File: src/rtl/rnn_frame_driver_pkg.sv
`default_nettype none
// +----------------------------------------------------------------------+
// | rnn_frame_driver_pkg : shared sizes, state encoding, width helper    |
// | Rev 1.0                                                              |
// +----------------------------------------------------------------------+
package rnn_frame_driver_pkg;

   localparam int FIXED      = 32;
   localparam int INPUT_SIZE = 42;
   localparam int GAIN_SIZE  = 22;

   function automatic int clog2(input int value);
      int result;
      result = 0;
      for (int i = 0; i < 31; i++) begin
         if ((1 << i) < value) result = i + 1;
      end
      return result;
   endfunction

   localparam int K_W = clog2(INPUT_SIZE);
   localparam int J_W = clog2(GAIN_SIZE + 1);

   typedef enum logic [2:0] {
      ST_LOAD  = 3'd0,
      ST_START = 3'd1,
      ST_GUARD = 3'd2,
      ST_WAIT  = 3'd3,
      ST_DRAIN = 3'd4
   } state_t;

endpackage
`default_nettype wire

File: src/rtl/rnn_result_serializer.sv
`default_nettype none
// +----------------------------------------------------------------------+
// | rnn_result_serializer : buffers vad + gains, streams 1+GAIN_SIZE words|
// | Rev 1.0                                                              |
// +----------------------------------------------------------------------+
module rnn_result_serializer
   import rnn_frame_driver_pkg::*;
(
   input  logic                       clk,
   input  logic                       rst_n,
   input  logic                       capture,
   input  logic                       capture_zero,
   input  logic [FIXED-1:0]           vad,
   input  logic [GAIN_SIZE*FIXED-1:0] gains,
   output logic                       out_valid,
   input  logic                       out_ready,
   output logic [FIXED-1:0]           out_data,
   output logic                       out_last,
   output logic                       done
);

   logic [FIXED-1:0]           vad_q, vad_d;
   logic [GAIN_SIZE*FIXED-1:0] gains_q, gains_d;
   logic [J_W-1:0]             j_q, j_d;
   logic                       active_q, active_d;
   logic [FIXED-1:0]           gain_word [GAIN_SIZE];
   logic [J_W-1:0]             gain_idx;
   logic                       handshake;

   generate
      for (genvar g = 0; g < GAIN_SIZE; g++) begin : g_unpack
         assign gain_word[g] = gains_q[g*FIXED +: FIXED];
      end
   endgenerate

   always_comb begin
      vad_d     = vad_q;
      gains_d   = gains_q;
      j_d       = j_q;
      active_d  = active_q;
      handshake = active_q && out_ready;
      done      = handshake && (j_q == J_W'(GAIN_SIZE));
      gain_idx  = j_q - J_W'(1);

      if (capture) begin
         active_d = 1'b1;
         j_d      = '0;
         vad_d    = capture_zero ? '0 : vad;
         gains_d  = capture_zero ? '0 : gains;
      end else if (handshake) begin
         if (done) begin
            active_d = 1'b0;
            j_d      = '0;
         end else begin
            j_d = j_q + J_W'(1);
         end
      end

      // Word 0 is vad; words 1..GAIN_SIZE are gains[j-1].
      out_valid = active_q;
      out_data  = (j_q == '0) ? vad_q : gain_word[gain_idx];
      out_last  = active_q && (j_q == J_W'(GAIN_SIZE));
   end

   always_ff @(posedge clk or negedge rst_n) begin
      if (!rst_n) begin
         vad_q    <= '0;
         gains_q  <= '0;
         j_q      <= '0;
         active_q <= 1'b0;
      end else begin
         vad_q    <= vad_d;
         gains_q  <= gains_d;
         j_q      <= j_d;
         active_q <= active_d;
      end
   end

endmodule
`default_nettype wire

File: config.mk
export PLATFORM = sky130hd
export DESIGN_NAME = rnn_result_serializer
export DESIGN_NICKNAME = d
export VERILOG_FILES = /design/src/rtl/rnn_frame_driver_pkg.sv /design/src/rtl/rnn_result_serializer.sv
export SDC_FILE = /design/constraint.sdc
export NUM_CORES = 2
export LEC_CHECK = 0
export ABC_AREA = 1
export CORE_AREA = 2 2 302 304
export CTS_CLUSTER_DIAMETER = 40
export DETAILED_ROUTE_END_ITERATION = 8
export DIE_AREA = 0 0 304 306
export GPL_TIMING_DRIVEN = 0
export PLACE_DENSITY = 0.65
export SYNTH_ARGS = -nofsm -noshare
export SYNTH_HDL_FRONTEND = slang
export SYNTH_SLANG_ARGS = --single-unit
File: constraint.sdc
create_clock -name clk -period 4.25 [get_ports clk]
set_clock_uncertainty 0.1 [all_clocks]
set_input_delay 0.85 -clock clk [delete_from_list [all_inputs] [get_ports clk]]
set_output_delay 0.85 -clock clk [all_outputs]
set_load 0.03 [all_outputs]
======== After elaboration in Yosys (flattened, before gate mapping) ========
Index checks and enable logic that the tools add are counted.
Widths: inputs -> output; s select.
storage, ports and cells
  logic and storage cells ................. 28
  output and inout bits ................... 35
  input port bits ......................... 741
  bits in registers ....................... 742
cells by class
  reductions and logical operators ........ 7
  equality and inequality tests ........... 1
  bitwise gates (word level) .............. 1
  multiplexer cells ....................... 12
  magnitude comparators ................... 1
  $add $sub $neg .......................... 2
operator list
  kind                 number
  $mux 704             1
  $bmux 32 s5          1
  $mux 32              4
  $mux 5               3
  $ge 6x6->1 const B   1
  $not 5->6            1
  $add 5x1->5 const B  1
  $eq 5x5->1 const B   1
  $logic_not 5->1      1
  $sub 5x1->5 const B  1
  $reduce_bool 2->1    2
  $logic_and 1x1->1    3
  $mux 1               3
  $reduce_and 2->1     1

======== Longest topological paths before layout ========
  depth in word-level cells ............... 6
  gate-level depth with buffers ........... 13
  gate-level depth less buffers ........... 10

======== Worst setup path before layout ========
OpenSTA, ideal clock, no wires.
  kind .................................... register to output
  start ................................... reg j_q[0]
  end ..................................... out out_data[8]
  required time ........................... 3.300 ns
  data arrival time ....................... 2.619 ns
  stages on the path, launching flop included .. 14
  path slack .............................. 0.681 ns
  path buffers ............................ 4
  cells stage by stage .................... dfrtp_1 > inv_1 > clkbuf_1 > buf_1 > ha_1 > inv_2 > clkbuf_1 > clkbuf_1 > nand3_1 > nand3_1 > nand2_1 > nand2_1 > nand3_1 > nand2_1
between the ends
  longest elaborated chain between the ends .. 6
  elaborated cells on any way between the ends .. 7
  those cells by class .................... add/sub (1); mux (4); bitwise (1); reduce/logical (1)
ends and longest elaborated chain
  item                                        RTL line                     RTL
  start, declared                             rnn_result_serializer.sv:24  logic [J_W-1:0] j_q, j_d;
  start signal, assigned                      rnn_result_serializer.sv:74  j_q <= j_d;
  $sub 5x1->5                                 rnn_result_serializer.sv:43  gain_idx = j_q - J_W'(1);
  $not 5->6 (implied by the code)             rnn_result_serializer.sv:61  out_data = (j_q == '0) ? vad_q : gain_word[gain_idx];
  $bmux 32 s5                                 rnn_result_serializer.sv:61
  $mux 32 (implied by the code) (2 in a row)  rnn_result_serializer.sv:61
  $mux 32 *                                   rnn_result_serializer.sv:61
  end, declared                               rnn_result_serializer.sv:17  output logic [FIXED-1:0] out_data,
Mark *: on every way between the ends. The rest lies on a longest branch, timed or not. The select of a mux whose other input is x is not followed.

======== Worst setup path in the final report ========
  start ................................... reg j_q[0]
  end ..................................... out out_data[27]
The elaborated chain is that of the path after synthesis.

==> flow_summary.ini <==
[global_routing]
grt_start_max_net_pins = 115
grt_pass1_wl_um = 256000
grt_pass1_vias = 37800
grt-ovfl-total = 0
antenna_found_initial = 9
gr-usage-all-layers = 0.380

[cts]
clockRootBuffer = clkbuf_16
cts_tree = built
htree_levels = 3
cts.clk_slew.worst_paths_ns = 0.05
cts_buffers = 121
clk_latency_ns = 0.69
cts_max_path_buffers = 3
clkSinkCount = 742

[logic_synthesis]
synth_edf_count = 0
synth_warnings = 0
yosys-top-cells-count = inv_1, nand2_1, dfrtp_1
ys_seq_area_frac = 0.507
syn_area_per_cell_um2 = 7.49
synth_top_area_cell = dfrtp_1
netlist_area_um2 = 36600
syn-num-nets = 5630
syn_inst = 4886
ys_ff_latch = 742
synth.most_common_cell = inv_1
synth.distinct_cells = 18
synth_top_area_frac = 0.507
synthArstFlopShare = 1.00
synth_area_leaders = dfrtp_1, inv_1, nand2_1
ys.flop_type = dfrtp_1

[drt]
vias_per_cell = 5.40
dr_total_vias = 38300
drcViolationCount = 0
drtPass1Iterations = 8
first_iter_violations = 3929
routedWlPerCell_um = 25.5
wl_um = 181000
postRouteAntennaNets = 0

[floorplan]
ioPinCount = 776
die_x_um = 304
die_area_um2 = 93000
die-height_um = 306
num_rows = 110
start_util = 0.408
core_area_um2 = 89600

[placement]
hpwl_um = 140000
port_buffers = 774
preCtsSetupSlack_ns = -2.69
globalplace.congestion = 0.995

[worst_setup_path]
r2r_end = j_q[1]
r2r_cells = 9
required_ns = 3.30
rr_startpoint = j_q[0]
worstSetupStartpointType = register
cp.arrival_ns = 3.30
crit_path_start = j_q[0]
worst-r2r-setup-slack_ns = 2.05
endpoint_kind = primary output
cp_max_fo = 11
endpoint = out_data[27]
path_class = register to primary output

[sta]
worstMarginPinSlew_ns = 1.03
fmax_mhz = 235
slew_viol_final = 0
fin_crit_sh = 0.999
setup_viol = 0
fin_setup_tns_ns = 0
relSlewSlack = 0.315
rsz0062_at_grt = no
hold_violations = 0
fin_ws_ns = 0.00285
fin_crit_ns = 4.25

[job]
max_cap_viol_count = 0

[power]
pwr_density_cell_nw_per_um2 = 469
ir_drop_v = 0.000379
p_leak_uw = 0.0269

[worst_hold_path]
hp-class = register to register

[layout]
area_delta_synth_final_pct = 43.1
drive_gt1_frac = 0.107
fill_cells = 8318
final_nets = 6555
final_util = 0.584

[outcome]
outcome = finished, final reports clean
flip-flops by register name (all words and copies together), names as in the netlist:
| signal | cells |
|---|---|
| j_q | 5 |
| vad_q | 32 |
| out_valid | 1 |
| gains_q | 704 |
kinds of logic (layout without fill, tap and decap cells):
logic type      count (synthesis)  after routing  share of synthesized area
xor+xnor                        4              4                   0.000958
other cells                     0              2                          0
compound gates                806            806                      0.129
flops                         742            742                      0.507
fa+ha+maj                       3              3                    0.00103
buf+inv                      1610           2642                      0.167
simple gates                 1721           1721                      0.194
worst min-delay path by stage:
stage	startpoint	to	slack, ns	depth (start not counted)
6_report	gains_q[675]	gains_q[675]	0.38	2
5_1_grt	gains_q[694]	gains_q[694]	0.40	2
4_1_cts	gains_q[697]	gains_q[697]	0.38	2
3_5_place_dp	gains_q[697]	gains_q[697]	0.37	2
3_3_place_gp	gains_q[675]	gains_q[675]	0.36	2
2_1_floorplan	gains_q[672]	gains_q[672]	0.35	2
where the power goes:
group          total (uW)  switching (uW)  internal [uW]  leakage (uW)
sequential           7820             205           7620       0.00965
clock               10700            3820           6830       0.00212
combinational        6060            3970           2090        0.0151
total               24500            7990          16500        0.0269
metal layers:
| layer | global-route usage | vias up | wire, um |
|---|---|---|---|
| li1 | - | 17000 | - |
| met1 | 0.478 | 18600 | 69000 |
| met2 | 0.607 | 2219 | 82400 |
| met3 | 0.0834 | 517 | 17200 |
| met4 | 0.219 | 8 | 12200 |
| met5 | 0 | - | 47 |
final cells by class:
class	instances	area, um2	share of cell area
diodes	2	5.00	0.0000956
plain buffers	319	1860	0.0356
clock buffers	150	3310	0.0632
clock inverters	80	1130	0.0215
inverters	1291	4860	0.0928
multi-input cells	2534	13000	0.248
flip-flops and latches	742	18600	0.355
well taps	1176	1470	0.0281
repair buffers	801	8150	0.156
repair inverters	1	6.26	0.000119
placed cells by master (no fill, tap or decap), drive strengths merged:
cell / instances
xnor2: 1
inv: 1297
dfrtp: 742
diode: 2
xor2: 3
o22ai: 548
bufinv: 21
dlygate4sd3: 1
nor2: 39
clkdlybuf4s50: 741
clkinvlp: 19
clkinv: 35
o21ai: 256
nand4: 1
clkbuf: 378
buf: 150
or2: 1
ha: 3
nand2: 1163
nand3: 517
a21oi: 2
per-stage QoR:
stage | total power (uW) | hold slack (ns) | cell area (um2) | std cells
4_1_cts | 24300 | 0.380 | 52000 | 7084
3_3_place_gp | 13200 | 0.360 | 45800 | 6836
6_report | 24500 | 0.379 | 52400 | 7096
5_1_grt | 25200 | 0.395 | 52400 | 7095
3_5_place_dp | 13200 | 0.368 | 46000 | 6843
2_1_floorplan | 10300 | 0.348 | 36600 | 4886
repair_timing:
item                       in CTS  in global routing
cloned                          4                  1
setup buffers                   6                  9
hold endpoints to repair       11                  0
pin swaps                      43                 17
resized for setup             607                 84
hold buffers                    1                  0
setup endpoints to repair      35                 32
critical path, cell delays in order (launching register included):
cell and delay, ns:
dfrtp_2 0.42, inv_4 0.07, clkbuf_16 0.16, buf_12 0.14
ha_4 0.36, clkinv_8 0.11, clkbuf_16 0.19, buf_6 0.15
nand3_1 0.17, nand3_2 0.13, nand2_2 0.14, nand2_1 0.11
nand3_4 0.15, nand2_4 0.09, buf_4 0.18
Power figures use the tool's default switching activity.
